File: src/rtl/piano_pkg.sv
// Shared constants and helpers for the piano audio path.
// Sample width, the midscale silence code and the PWM period length live here.
package piano_pkg;

  localparam int SAMPLE_W   = 8;
  localparam int PWM_PERIOD = 256;
  localparam int CNT_W      = $clog2(PWM_PERIOD);

  localparam logic [SAMPLE_W-1:0] SILENCE = 8'h80;

  typedef logic [SAMPLE_W-1:0] sample_t;
  typedef logic [CNT_W-1:0]    pwm_cnt_t;

  // A period of PWM_PERIOD cycles shows exactly `duty` high cycles.
  function automatic logic pwmCompare(input pwm_cnt_t cnt, input sample_t duty);
    return (cnt < duty);
  endfunction

  function automatic logic isLastCount(input pwm_cnt_t cnt);
    return (cnt == pwm_cnt_t'(PWM_PERIOD - 1));
  endfunction

endpackage

File: src/rtl/sample_fifo.sv
// Small pointer-plus-count FIFO holding queued audio samples.
// Pushes into a full FIFO and pops from an empty one are ignored.
module sample_fifo #(
  parameter int DEPTH = 4,
  parameter int WIDTH = 8
) (
  input  logic                   clk,
  input  logic                   rst,
  input  logic                   i_push,
  input  logic                   i_pop,
  input  logic [WIDTH-1:0]       i_wdata,
  output logic [WIDTH-1:0]       o_rdata,
  output logic                   o_full,
  output logic                   o_empty,
  output logic [$clog2(DEPTH):0] o_level
);

  localparam int AW = $clog2(DEPTH);

  logic [WIDTH-1:0] r_mem [DEPTH];
  logic [AW-1:0]    r_wrPtr;
  logic [AW-1:0]    r_rdPtr;
  logic [AW:0]      r_count;

  logic w_doPush;
  logic w_doPop;

  assign o_full   = (r_count == (AW+1)'(DEPTH));
  assign o_empty  = (r_count == '0);
  assign o_level  = r_count;
  assign o_rdata  = r_mem[r_rdPtr];
  assign w_doPush = i_push && !o_full;
  assign w_doPop  = i_pop && !o_empty;

  // DEPTH is a power of two, so the pointers wrap on their natural overflow.
  always_ff @(posedge clk) begin
    if (rst) begin
      r_wrPtr <= '0;
      r_rdPtr <= '0;
      r_count <= '0;
    end else begin
      if (w_doPush) begin
        r_wrPtr <= r_wrPtr + AW'(1);
      end
      if (w_doPop) begin
        r_rdPtr <= r_rdPtr + AW'(1);
      end
      unique case ({w_doPush, w_doPop})
        2'b10:   r_count <= r_count + (AW+1)'(1);
        2'b01:   r_count <= r_count - (AW+1)'(1);
        default: r_count <= r_count;
      endcase
    end
  end

  always_ff @(posedge clk) begin
    if (w_doPush) begin
      r_mem[r_wrPtr] <= i_wdata;
    end
  end

endmodule

File: src/rtl/pwm_audio_out.sv
// Sample sink for the piano: queues 8-bit samples and plays each one as a
// 256-cycle PWM period on a single audio pin, flagging periods that start dry.
module pwm_audio_out
  import piano_pkg::*;
#(
  parameter int DEPTH = 4
) (
  input  logic                   clk,
  input  logic                   rst,
  input  logic                   en,
  input  logic [SAMPLE_W-1:0]    sample_in,
  input  logic                   sample_valid,
  output logic                   sample_ready,
  output logic                   pwm_out,
  output logic                   underrun,
  output logic [$clog2(DEPTH):0] level
);

  pwm_cnt_t r_cnt;
  sample_t  r_duty;
  logic     r_pwm;
  logic     r_underrun;

  sample_t  w_headSample;
  logic     w_full;
  logic     w_empty;
  logic     w_push;
  logic     w_boundary;
  logic     w_pop;

  assign sample_ready = !w_full;
  assign w_push       = sample_valid && !w_full;
  assign w_boundary   = en && isLastCount(r_cnt);
  assign w_pop        = w_boundary && !w_empty;

  sample_fifo #(
    .DEPTH (DEPTH),
    .WIDTH (SAMPLE_W)
  ) u_fifo (
    .clk     (clk),
    .rst     (rst),
    .i_push  (w_push),
    .i_pop   (w_pop),
    .i_wdata (sample_in),
    .o_rdata (w_headSample),
    .o_full  (w_full),
    .o_empty (w_empty),
    .o_level (level)
  );

  // The compare uses pre-edge cnt/duty, so a duty popped at the boundary
  // first shows up on the cycle where cnt has just wrapped to 0.
  always_ff @(posedge clk) begin
    if (rst) begin
      r_cnt      <= '0;
      r_duty     <= SILENCE;
      r_pwm      <= 1'b0;
      r_underrun <= 1'b0;
    end else begin
      r_cnt      <= en ? (r_cnt + pwm_cnt_t'(1)) : '0;
      r_pwm      <= en && pwmCompare(r_cnt, r_duty);
      r_underrun <= w_boundary && w_empty;
      if (w_pop) begin
        r_duty <= w_headSample;
      end
    end
  end

  assign pwm_out  = r_pwm;
  assign underrun = r_underrun;

endmodule

File: config.mk
export PLATFORM = sky130hd
export DESIGN_NAME = pwm_audio_out
export DESIGN_NICKNAME = d
export VERILOG_FILES = /design/src/rtl/piano_pkg.sv /design/src/rtl/sample_fifo.sv /design/src/rtl/pwm_audio_out.sv
export SDC_FILE = /design/constraint.sdc
export NUM_CORES = 1
export LEC_CHECK = 0
export ABC_AREA = 1
export BUFFER_PORTS_ARGS = -buffer_cell sky130_fd_sc_hd__buf_4
export CAP_MARGIN = 0
export CORE_ASPECT_RATIO = 0.8
export CORE_MARGIN = 3
export CORE_UTILIZATION = 40
export CTS_CLUSTER_DIAMETER = 80
export DETAILED_ROUTE_END_ITERATION = 8
export MAX_ROUTING_LAYER = met4
export SETUP_SLACK_MARGIN = 0.05
export SKIP_CTS_REPAIR_TIMING = 1
export SLEW_MARGIN = 15
export SYNTH_ARGS = -nofsm -noshare
export SYNTH_HDL_FRONTEND = slang
export SYNTH_SLANG_ARGS = --single-unit
File: constraint.sdc
create_clock -name clk -period 2.33 [get_ports clk]
set_input_delay 0.466 -clock clk [delete_from_list [all_inputs] [get_ports clk]]
set_output_delay 0.466 -clock clk [all_outputs]
set_load 0.01 [all_outputs]
==> flow_summary.json <==
{
  "ys.flop_type": "edfxtp_1",
  "synth_seq_cells": 57,
  "drt_iter0_drc": 69,
  "grt_overflow": 0,
  "seq_area_frac_synth_pct": 58.3,
  "cts_max_level": 3,
  "report.final.slew_viol_count": 0,
  "cp-start-kind": "flop",
  "wire_per_inst_um": 12.3,
  "die_width_um": 94.5,
  "clock-root-buffer": "clkbuf_8",
  "power.density_nw_per_um2": 754,
  "syn2layout_area_growth_pct": 18.9,
  "num_vias": 1715,
  "skew_ns": 0.00877,
  "synth_nets": 282,
  "busiest_layer": "met2",
  "dp_hpwl_um": 3240,
  "final_area_sq_um": 2980,
  "syn_inst": 256,
  "ys_async_sr_fraction_pct": 0,
  "end_kind": "flop",
  "grt_max_degree": 18,
  "synth-edff-count": 32,
  "yosysTopAreaCell": "edfxtp_1",
  "pre_cts_ws_ns": 0.192,
  "synth.top_cell.area_share_pct": 38.3,
  "finalSetupViolCount": 0,
  "hold_start": "rst",
  "fin_ws_ns": 0.273,
  "slew_headroom_pct": 71.2,
  "antenna_found_initial": 0,
  "clock.fmax_mhz": 486,
  "vdd_drop_max_uv": 452,
  "layout-drive-gt1-share_pct": 17.2,
  "synth_area_sq_um": 2510,
  "leakagePower_nw": 1.28,
  "clk_pin_slew_ns": 0.07,
  "drt_pre_antenna_iters": 4,
  "synthTopCellsByArea": "edfxtp_1 38%, dfxtp_1 20%, nor2_1 7.5%",
  "num_rows": 25,
  "first_global_vias": 1599,
  "drv_cap": 0,
  "clk_latency_ns": 0.34,
  "ff2ff_setup_slack_ns": 0.27,
  "yosys_warnings": 0,
  "yosysMostFrequentCell": "nor2_1",
  "grt_util_met2_pct": 20.3,
  "rsz0062_at_grt": "no",
  "vias_per_cell": 4.61,
  "cts_buffer_depth": 2,
  "fin_crit_ns": 2.06,
  "fillers": 543,
  "clock_sinks": 57,
  "synth_common_cells": "50 x nor2_1, 34 x nand2_1, 32 x edfxtp_1, 29 x inv_1, 25 x dfxtp_1",
  "crit_type": "flop to flop",
  "start_util_pct": 42.0,
  "worstPathMaxFanout": 3,
  "gp_congestion": 0.759,
  "r2r-start": "r_cnt[1]",
  "io_pins": 18,
  "routed_wirelength_um": 4560,
  "hold_class": "input port to flop",
  "cts_inserted_buffers": 9,
  "crit_arrival_ns": 2.28,
  "final_nets": 312,
  "grt_util_met1_pct": 19.0,
  "num_antenna_cells": 0,
  "die_h_um": 76.8,
  "postRouteAntennaNets": 0,
  "setup_tns_ns": 0,
  "grtUsageMet3_pct": 5.59,
  "crit_required_ns": 2.56,
  "critical_path.startpoint": "r_cnt[1]",
  "route.detailed.drc": 0,
  "totalPowerFinal_mw": 2.25,
  "synth_cell_types": 26,
  "place_area_sq_um": 2750,
  "hold_viol_final": 0,
  "placeableCoreArea_sq_um": 5970,
  "status": "complete, no violations",
  "grt_usage_pct": 14.6,
  "tightest_slew_ns": 0.432,
  "fin_crit_sh_pct": 88.3,
  "grt_pass1_wl_um": 7770,
  "cts_tree": "built",
  "avgSynthCellArea_sq_um": 9.79,
  "fp.dieArea_sq_um": 7260,
  "hold_ws_ns": 0.327,
  "port_buffers": 17
}
worst paths after layout:
check / cells after the start / endpoint
hold reg to reg: 1 / r_cnt[0]
setup reg to reg: 12 / u_fifo.o_level[2]
setup / recovery: 12 / u_fifo.o_level[2]
hold / removal: 2 / u_fifo.r_rdPtr[0]
cell usage in the layout, fill, tap and decap left out:
master / count
a21oi_1: 13
inv_2: 2
nand2_2: 1
clkbuf_8: 9
a211oi_1: 1
nand3_1: 7
nand3_4: 1
nor2_8: 1
xor2_1: 2
dfxtp_1: 24
o22ai_1: 8
edfxtp_1: 32
o21ai_0: 22
ha_1: 12
inv_1: 29
clkinvlp_4: 1
ha_2: 1
nand2_4: 2
nand4_1: 1
buf_4: 25
nand2_1: 34
inv_6: 1
nor3_1: 2
nor2_1: 50
dfxtp_2: 1
bufinv_16: 2
fa_1: 1
clkinv_4: 3
o21a_1: 1
o21ai_1: 2
layout make-up:
class / count / area (sq um) / share of cell area (%)
Sequential cell: 57 / 1460 / 49.1
Multi-Input combinational cell: 162 / 886 / 29.7
Clock buffer: 9 / 124 / 4.16
Tap cell: 81 / 101 / 3.40
Clock inverter: 7 / 103 / 3.44
Inverter: 31 / 116 / 3.90
Timing Repair Buffer: 25 / 188 / 6.30
through the flow:
step,utilization (%),std cells
CTS,49.8,372
global placement,46.0,356
finish,49.9,372
floorplan,-,256
detailed placement,46.0,356
global route,49.9,372
logic make-up after synthesis:
kind of cell	count (synthesis)	share of synthesized area, %
compound gates	47	9.98
xor+xnor	2	0.699
fa+ha+maj	14	7.29
buf+inv	37	6.49
flops	57	58.3
simple gates	99	17.3
registers in the layout (all words and copies together) (netlist names):
name and flops:
u_fifo.r_mem 32, r_cnt 8, r_duty 8, u_fifo.o_level 3, u_fifo.r_rdPtr 2, u_fifo.r_wrPtr 2
pwm_out 1, underrun 1
metal layers:
layer,wire [um],vias to the layer above
li1,-,911
met1,2300,777
met2,2030,22
met3,188,5
met4,48,0
met5,0,-
power breakdown:
part / switching [mW] / internal [mW] / leakage (nW) / total [mW]
Combinational: 0.0670 / 0.0441 / 0.669 / 0.111
Sequential: 0.0118 / 1.10 / 0.497 / 1.11
Clock: 0.418 / 0.610 / 0.110 / 1.03
Total: 0.497 / 1.75 / 1.28 / 2.25
worst max-delay path, cell delays in order, from the launching register on:
cell,delay (ns)
dfxtp_1,0.37
ha_2,0.22
nand2_4,0.08
nor2_8,0.14
nand3_4,0.07
inv_1,0.08
ha_1,0.13
inv_1,0.07
fa_1,0.38
a21oi_1,0.15
o21ai_1,0.09
o21ai_1,0.12
a21oi_1,0.05
No activity file was read; power rests on OpenSTA's default activity.
